## src/rtl/fpu_sequencer.sv

```systemverilog
// fpu_sequencer: fetches instructions, reads two operands, runs the FP unit and writes the result back until halt
module fpu_sequencer #(
  parameter int IADDR_W = 5,
  parameter int DADDR_W = 5,
  parameter int EXEC_CYCLES = 1,
  parameter int INSTR_W = 3 + 3 * DADDR_W
) (
  input  logic               clk,
  input  logic               rst_n,
  input  logic               start,
  output logic               busy,
  output logic               done,
  output logic [IADDR_W-1:0] imem_addr,
  input  logic [INSTR_W-1:0] imem_rdata,
  output logic [DADDR_W-1:0] dmem_raddr,
  input  logic [63:0]        dmem_rdata,
  output logic               dmem_we,
  output logic [DADDR_W-1:0] dmem_waddr,
  output logic [63:0]        dmem_wdata,
  output logic               fpu_enable,
  output logic [63:0]        fpu_a,
  output logic [63:0]        fpu_b,
  output logic [1:0]         fpu_op,
  input  logic [63:0]        fpu_c,
  output logic [15:0]        retired
);
  localparam int CW = EXEC_CYCLES > 1 ? $clog2(EXEC_CYCLES) : 1;
  typedef enum logic [3:0] {IDLE, FETCH, DECODE, RDA, RDB, CAPB, EXEC, WB, DONE} state_t;
  state_t state;
  logic [IADDR_W-1:0] pc;
  logic [INSTR_W-1:0] instr;
  logic [63:0] result;
  logic [CW-1:0] cnt;
  logic [DADDR_W-1:0] dst, src_a, src_b;
  assign dst = instr[3*DADDR_W-1 -: DADDR_W];
  assign src_a = instr[2*DADDR_W-1 -: DADDR_W];
  assign src_b = instr[DADDR_W-1:0];
  assign busy = state != IDLE;
  assign done = state == DONE;
  assign imem_addr = pc;
  assign dmem_raddr = state == RDA ? src_a : state == RDB ? src_b : '0;
  assign dmem_we = state == WB;
  assign dmem_waddr = dst;
  assign dmem_wdata = result;
  assign fpu_enable = state == EXEC;
  always_ff @(posedge clk)
    if (!rst_n) begin
      state <= IDLE;
      pc <= '0;
      instr <= '0;
      fpu_a <= '0;
      fpu_b <= '0;
      fpu_op <= '0;
      result <= '0;
      cnt <= '0;
      retired <= '0;
    end else
      case (state)
        IDLE: if (start) begin
          pc <= '0;
          retired <= '0;
          state <= FETCH;
        end
        FETCH: state <= DECODE;
        DECODE: begin
          instr <= imem_rdata;
          state <= imem_rdata[INSTR_W-1] ? DONE : RDA;
        end
        RDA: state <= RDB;
        RDB: begin
          fpu_a <= dmem_rdata;
          state <= CAPB;
        end
        CAPB: begin
          fpu_b <= dmem_rdata;
          fpu_op <= instr[INSTR_W-2 -: 2];
          cnt <= CW'(EXEC_CYCLES - 1);
          state <= EXEC;
        end
        EXEC: if (cnt == '0) begin
          result <= fpu_c;
          state <= WB;
        end else cnt <= cnt - 1'b1;
        WB: begin
          pc <= pc + 1'b1;
          retired <= retired + 1'b1;
          state <= FETCH;
        end
        default: state <= IDLE;
      endcase
endmodule

```

## config.mk

```make
export PLATFORM = sky130hd
export DESIGN_NAME = fpu_sequencer
export DESIGN_NICKNAME = d
export VERILOG_FILES = /design/src/rtl/fpu_sequencer.sv
export SDC_FILE = /design/constraint.sdc
export NUM_CORES = 1
export LEC_CHECK = 0
export CORE_MARGIN = 5
export CORE_UTILIZATION = 42
export DETAILED_ROUTE_END_ITERATION = 16
export PLACE_DENSITY_LB_ADDON = 0.15
export SLEW_MARGIN = 20
export SYNTH_ARGS = -nofsm -noshare
export SYNTH_HDL_FRONTEND = slang
export SYNTH_SLANG_ARGS = --single-unit
```

## constraint.sdc

```tcl
create_clock -name clk -period 2.1 [get_ports clk]
set_input_delay 0.63 -clock clk [delete_from_list [all_inputs] [get_ports clk]]
set_output_delay 0.63 -clock clk [all_outputs]
set_load 0.005 [all_outputs]
```

==> flow_summary.yaml, run 1 <==
worst_setup_path:
  crit_chain: "nand2b_4 -> nor3_4 -> buf_6 -> buf_6 -> a22o_1 -> buf_2"
  cp_num_buf_inv: 3
  cp.arrival_ps: 1640
  start_kind: "flip-flop"
  worstPathRequired_ps: 1470
  critical_path.max_fanout: 3
  worstSetupEndpointType: "output pin"
  slowest_delay_ps: 340
  critPathTopFamily: "flip-flops"
  crit_top_cell: "buf_6"
  critPathSlowestCell: "dfxtp_4"
  worstSetupPathType: "reg -> out"
sta:
  setup_tns_ps: -794.0
  drv_slew: 0
  worst_slew_margin_rel_pct: 49.47
  finalSetupViolations: 6
  fmax_ghz: 0.4407
  final_hold_viol_count: 0
  tightest_slew_ps: 758.0
  setup_ws_ps: -169.0
  fin_crit_sh_pct: 108.0
  fin_hold_ws_ps: 451.7
  grt_setup_unrepaired: "yes"
  fin_crit_ps: 2269
  skew_ps: 17.62
route:
  routed_via_density: 4.939
  drt_iter0_markers: 461
  drc: 0
  drtPass1Iterations: 6
  wirelength_mm: 29.18
  vias: 8613
  ant_nets: 0
  post_drt_wl_per_cell_um: 16.73
global_route:
  grt_pass1_wl_mm: 45.57
  grt.overflow.total: 0
  grt_pass1_vias: 8236
  antenna_found_initial: 1
  grt_usage_pct: 23.84
  grt_max_degree: 87
floorplanning:
  boundaryPins: 378
  initial_utilization_pct: 42.30
  die_y_um: 152.1
  row_count: 52
  die_w_um: 152.1
  die_area_mm2: 0.02312
  coreArea_mm2: 0.02004
cells_and_area:
  antenna_cells: 0
  utilization_pct: 68.25
  area_growth_pct: 61.34
  fin_nets: 1606
  nFillCells: 1679
  final_layout_size_suffix_gt1_share_pct: 9.430
yosys:
  synth_largest_area_cell: "dfxtp_1"
  synth_top_area_share_pct: 55.73
  netlist_top_cells_area: "dfxtp_1 (56%), nand2_1 (19%), a21oi_1 (13%), clkbuf_1 (2.3%), nor2_1 (0.75%)"
  syn-instance-count: 1079
  synth.distinct_cells: 41
  synth_seq_area_share_pct: 55.73
  synth_area_mm2: 0.008477
  ys_top_cells_by_count: "nand2_1 (435), dfxtp_1 (236), a21oi_1 (225)"
  async_flop_share_pct: 0
  synth-seq-cells: 236
  ys_warn_count: 0
  ys_dominant_reg_cell: "dfxtp_1"
  synth_most_common_cell: "nand2_1"
  synth.net_count: 1230
  synth_edf_count: 0
  syn_avg_cell_area_um2: 7.856
status:
  status: "finished with violations"
  violations: "setup timing"
clock_tree:
  clock_sinks: 236
  cts-root-buf: "clkbuf_16"
  cts_tree: "done"
  hold_buffers: 0
  clk-insertion-delay-late_ps: 520
  cts_max_level: 1
  clockBufferDepth: 3
  clkSlewWorstSetupHoldPaths_ps: 60
  cts_made_buffers: 26
job:
  cap_violations: 0
power:
  total_power_mw: 9.643
  vdd_ir_drop_max_v: 0.0005765
  p_leak_nw: 4.778
  powerDensity_mw_per_mm2: 705.1
placement:
  gp_congestion: 0.8367
  hpwl_mm: 20.64
  port_buffers: 377
hold_path:
  hp-class: "reg -> reg"
sequential cells by signal (all words and copies together), names as in the netlist:
| signal | count |
|---|---|
| imem_addr | 5 |
| fpu_op | 2 |
| fpu_b | 64 |
| instr | 17 |
| retired | 16 |
| fpu_a | 64 |
| state | 4 |
| dmem_wdata | 64 |
placed cells by master (no fill, tap or decap), types with 4 or more instances in the layout:
cell	n
a22o_1	5
buf_6	9
clkbuf_16	27
nand3_1	7
nor3_1	6
dfxtp_4	6
clkbuf_1	9
nor2_1	14
nand2_1	434
buf_2	8
dfxtp_1	214
clkdlybuf4s50_1	365
a21oi_1	225
o21ai_0	9
clkbuf_8	7
buf_4	35
nand2b_1	4
buf_12	7
dfxtp_2	16
nand4_1	7
inv_1	7
per-stage QoR:
stage                     instances  worst slack (ps)  cell area (um2)
after floorplan                1079             229.0             8477
after global placement         1682            -8.167            12630
after detailed placement       1682            -30.69            12630
after CTS                      1740            -196.1            13600
after global routing           1744            -273.2            13680
final                          1744            -169.0            13680
worst min-delay path, delay by kind of cell, from the launching register on:
family	cells	cell delay, ps
flip-flops	1	300
AND/OR/NAND/NOR	1	50
AO/OA/AOI/OAI	1	50
layout make-up:
| type | instances | area [um2] | area share [%] |
|---|---|---|---|
| Multi-Input combinational cell | 754 | 3465 | 25.33 |
| Clock inverter | 4 | 23.77 | 0.1738 |
| Inverter | 10 | 42.54 | 0.3110 |
| Clock buffer | 43 | 805.8 | 5.891 |
| Timing Repair Buffer | 427 | 4235 | 30.97 |
| Sequential cell | 236 | 4767 | 34.85 |
| Tap cell | 270 | 337.8 | 2.470 |
routing by layer:
| metal | part of all wire (%) | global-route usage, % | wire length [um] | vias to the layer above |
|---|---|---|---|---|
| met4 | 4.1 | 8.947 | 1188 | 2 |
| li1 | - | - | - | 4259 |
| met2 | 50 | 41.93 | 14520 | 303 |
| met3 | 8.2 | 7.395 | 2391 | 70 |
| met1 | 38 | 27.16 | 11070 | 3979 |
| met5 | 0.041 | 0 | 12 | - |
what timing repair did:
item	in CTS	in global routing
endpoints found under the setup margin	16	23
resized for setup	68	19
setup buffers	12	5
endpoints found under the hold margin	0	0
pin swaps	8	8
power by group:
group          leakage (nW)  switching, mW  internal, mW  total (mW)
registers              1.91         0.0289          4.52        4.55
clock network         0.410           1.77          2.60        4.37
logic                  2.45          0.299         0.425       0.724
total                  4.78           2.10          7.55        9.64
cell families (layout without fill, tap and decap cells):
logic type / after synthesis / in the layout / synth area share (%)
mux: 4 / 4 / 0.4871
xor+xnor: 4 / 4 / 0.4134
compound gates: 249 / 249 / 15.20
simple gates: 495 / 495 / 23.47
flops: 236 / 236 / 55.73
fa+ha+maj: 2 / 2 / 0.2952
buf+inv: 89 / 484 / 4.399
path summary, 6_finish.rpt:
| kind | startpoint | end | slack (ps) | depth (start not counted) |
|---|---|---|---|---|
| max | state[1] | dmem_raddr[4] | -170 | 6 |
| min | fpu_b[23] | fpu_b[23] | 450 | 2 |
| min reg2reg | fpu_b[23] | fpu_b[23] | 450 | 2 |
| max reg2reg | state[3] | retired[15] | 170 | 6 |
(Power assumes the default switching activity.)
==> run 2, diff against run 1 <==
--- a/config.mk
+++ b/config.mk
@@ -13,3 +13,4 @@
 export SYNTH_ARGS = -nofsm -noshare
 export SYNTH_HDL_FRONTEND = slang
 export SYNTH_SLANG_ARGS = --single-unit
+export TNS_END_PERCENT = 50
==> run 2 against run 1 <==
  * The run still ends with setup timing left
  * First-iteration DRC count increased by 0.43%
  * Setup slack got worse by 1.1 ps
  * Count of clock-buffer cells in the layout unchanged
  * Die area unchanged
  * Sequential power about the same
  * Total power about the same
  * Global-route usage unchanged
  * Flip-flop and latch count unchanged
  * Largest cell class unchanged
  * Largest power group unchanged
==> flow_summary.yaml, run 2 (same netlist as run 1, synthesis figures left out) <==
status:
  status: "finished with violations"
  violations: "setup timing"
power:
  intPower_mw: 7.546
  seq_power_share_pct: 47.2
  p_leak_nw: 4.768
  powerDensity_mw_per_mm2: 706.3
  pwr-share-comb_pct: 7.5
  p_clk_share_pct: 45.3
  switching_share_pct: 21.74
  p_switching_mw: 2.097
  vdd_ir_drop_max_v: 0.0005754
worst_setup_path:
  worstSetupPathType: "reg -> out"
  regToRegSetupSlack_ps: 170
  cp.arrival_ps: 1640
  worstRegToRegCells: 6
  r2r_end: "retired[15]"
  worstSetupEndpointType: "output pin"
  start_kind: "flip-flop"
  worstPathRequired_ps: 1470
  timing.rr.start: "state[3]"
  critical_path.max_fanout: 3
sta:
  drv_slew: 0
  worst_slew_margin_rel_pct: 50.51
  fin_crit_sh_pct: 108.1
  setup_tns_ps: -794.6
  final_hold_viol_count: 0
  fmax_ghz: 0.4405
  fin_hold_ws_ps: 451.7
  skew_ps: 16.30
  setup_ws_ps: -170.1
  grt_setup_unrepaired: "yes"
  finalSetupViolations: 6
  fin_crit_ps: 2270
  tightest_slew_ps: 742.4
placement:
  port_buffers: 377
  place_ws_ps: -30.69
  gp_congestion: 0.8367
  dp_cells: 1682
  hpwl_mm: 20.64
hold_path:
  hold_start: "fpu_b[23]"
  min_path_cells: 2
  hp-class: "reg -> reg"
  hold_end: "fpu_b[23]"
floorplanning:
  die_y_um: 152.1
  die_area_mm2: 0.02312
  boundaryPins: 378
  coreArea_mm2: 0.02004
  initial_utilization_pct: 42.30
  row_count: 52
  die_w_um: 152.1
route:
  post_drt_wl_per_cell_um: 16.70
  wirelength_mm: 29.10
  drc: 0
  routed_via_density: 4.931
  drtPass1Iterations: 7
  vias: 8589
  ant_nets: 0
  drt_iter0_markers: 463
cells_and_area:
  fin_nets: 1604
  final_layout_size_suffix_gt1_share_pct: 9.307
  area_growth_pct: 61.05
  nFillCells: 1680
  final_cells: 1742
  antenna_cells: 0
  most-common-layout-cells: "nand2_1 (434), clkdlybuf4s50_1 (365), a21oi_1 (225)"
  final_common_cell: "nand2_1"
clock_tree:
  cts_made_buffers: 26
  clock_sinks: 236
  cts_max_level: 1
  clkSlewWorstSetupHoldPaths_ps: 60
  cts_tree: "done"
  clockBufferDepth: 3
  hold_buffers: 0
  cts-root-buf: "clkbuf_16"
  clk-insertion-delay-late_ps: 520
job:
  cap_violations: 0
global_route:
  grt_usage_pct: 23.84
  grt.overflow.total: 0
  grt_pass1_wl_mm: 45.57
  grt_max_degree: 87
  antenna_found_initial: 1
  grt_pass1_vias: 8229
[run 2: cell types whose count changed in the layout (fill, tap and decap cells not counted)]
cell / change
buf_6: -2
buf_2: +1
buf_4: -1
[run 2: critical path, stage by stage (launching register included)]
cell and delay (ps):
dfxtp_4 340, nand2b_4 150, nor3_4 170, buf_6 140
buf_6 90, a22o_1 130, buf_2 110
[run 2: through the flow]
step | util, % | instance area (um2) | total power [mW]
detailed placement | 63.04 | 12630 | 5.329
global route | 68.13 | 13650 | 10.00
finish | 68.13 | 13650 | 9.642
CTS | 67.84 | 13590 | 9.727
floorplan | - | 8477 | 4.851
global placement | 63.04 | 12630 | 5.326
[run 2: layout make-up]
class	instances	area, um2	area share, %
Sequential cell	236	4767	34.92
Inverter	10	42.54	0.3116
Multi-Input combinational cell	754	3465	25.38
Clock inverter	4	23.77	0.1741
Timing Repair Buffer	425	4210	30.84
Tap cell	270	337.8	2.475
Clock buffer	43	805.8	5.902
[run 2: repair_timing]
| action | CTS | global route |
|---|---|---|
| setup endpoints to repair | 16 | 23 |
| setup buffers | 11 | 3 |
| pin swaps | 8 | 6 |
| gates resized for setup | 68 | 17 |
| cloned | 0 | 0 |
[run 2: worst max-delay path by stage]
| stage | start | end | slack [ps] | cells past startpoint |
|---|---|---|---|---|
| 6_report | state[1] | dmem_raddr[4] | -170 | 6 |
| 3_3_place_gp | state[1] | dmem_raddr[0] | -8 | 4 |
| 5_1_grt | state[1] | dmem_raddr[2] | -270 | 6 |
| 3_5_place_dp | state[1] | dmem_raddr[2] | -30 | 4 |
| 2_1_floorplan | state[1] | dmem_raddr[0] | 230 | 5 |
| 4_1_cts | state[1] | dmem_raddr[4] | -200 | 6 |
[run 2: power by group through the flow]
stage / clock (mW) / sequential [mW] / combinational, mW
6_report: 4.37 / 4.55 / 0.722
5_1_grt: 4.68 / 4.55 / 0.774
4_1_cts: 4.46 / 4.55 / 0.717
3_5_place_dp: 0 / 4.65 / 0.679
3_3_place_gp: 0 / 4.65 / 0.677
2_1_floorplan: 0 / 4.65 / 0.204
[run 2: routing by layer]
metal  global-route usage (%)  part of all wire (%)  wire length, um  up-vias
li1                         -                     -                -     4258
met1                    27.16                    38            10970     3943
met2                    41.93                    50            14480      316
met3                    7.395                   8.4             2447       70
met4                    8.947                   4.1             1188        2
met5                        0                 0.041               12        -
==> run 3, diff against run 2 <==
--- a/config.mk
+++ b/config.mk
@@ -9,7 +9,6 @@
 export CORE_UTILIZATION = 42
 export DETAILED_ROUTE_END_ITERATION = 16
 export PLACE_DENSITY_LB_ADDON = 0.15
-export SLEW_MARGIN = 20
 export SYNTH_ARGS = -nofsm -noshare
 export SYNTH_HDL_FRONTEND = slang
 export SYNTH_SLANG_ARGS = --single-unit
==> results of run 3 <==
Final layout, timing and power as in run 2 (identical DEF).
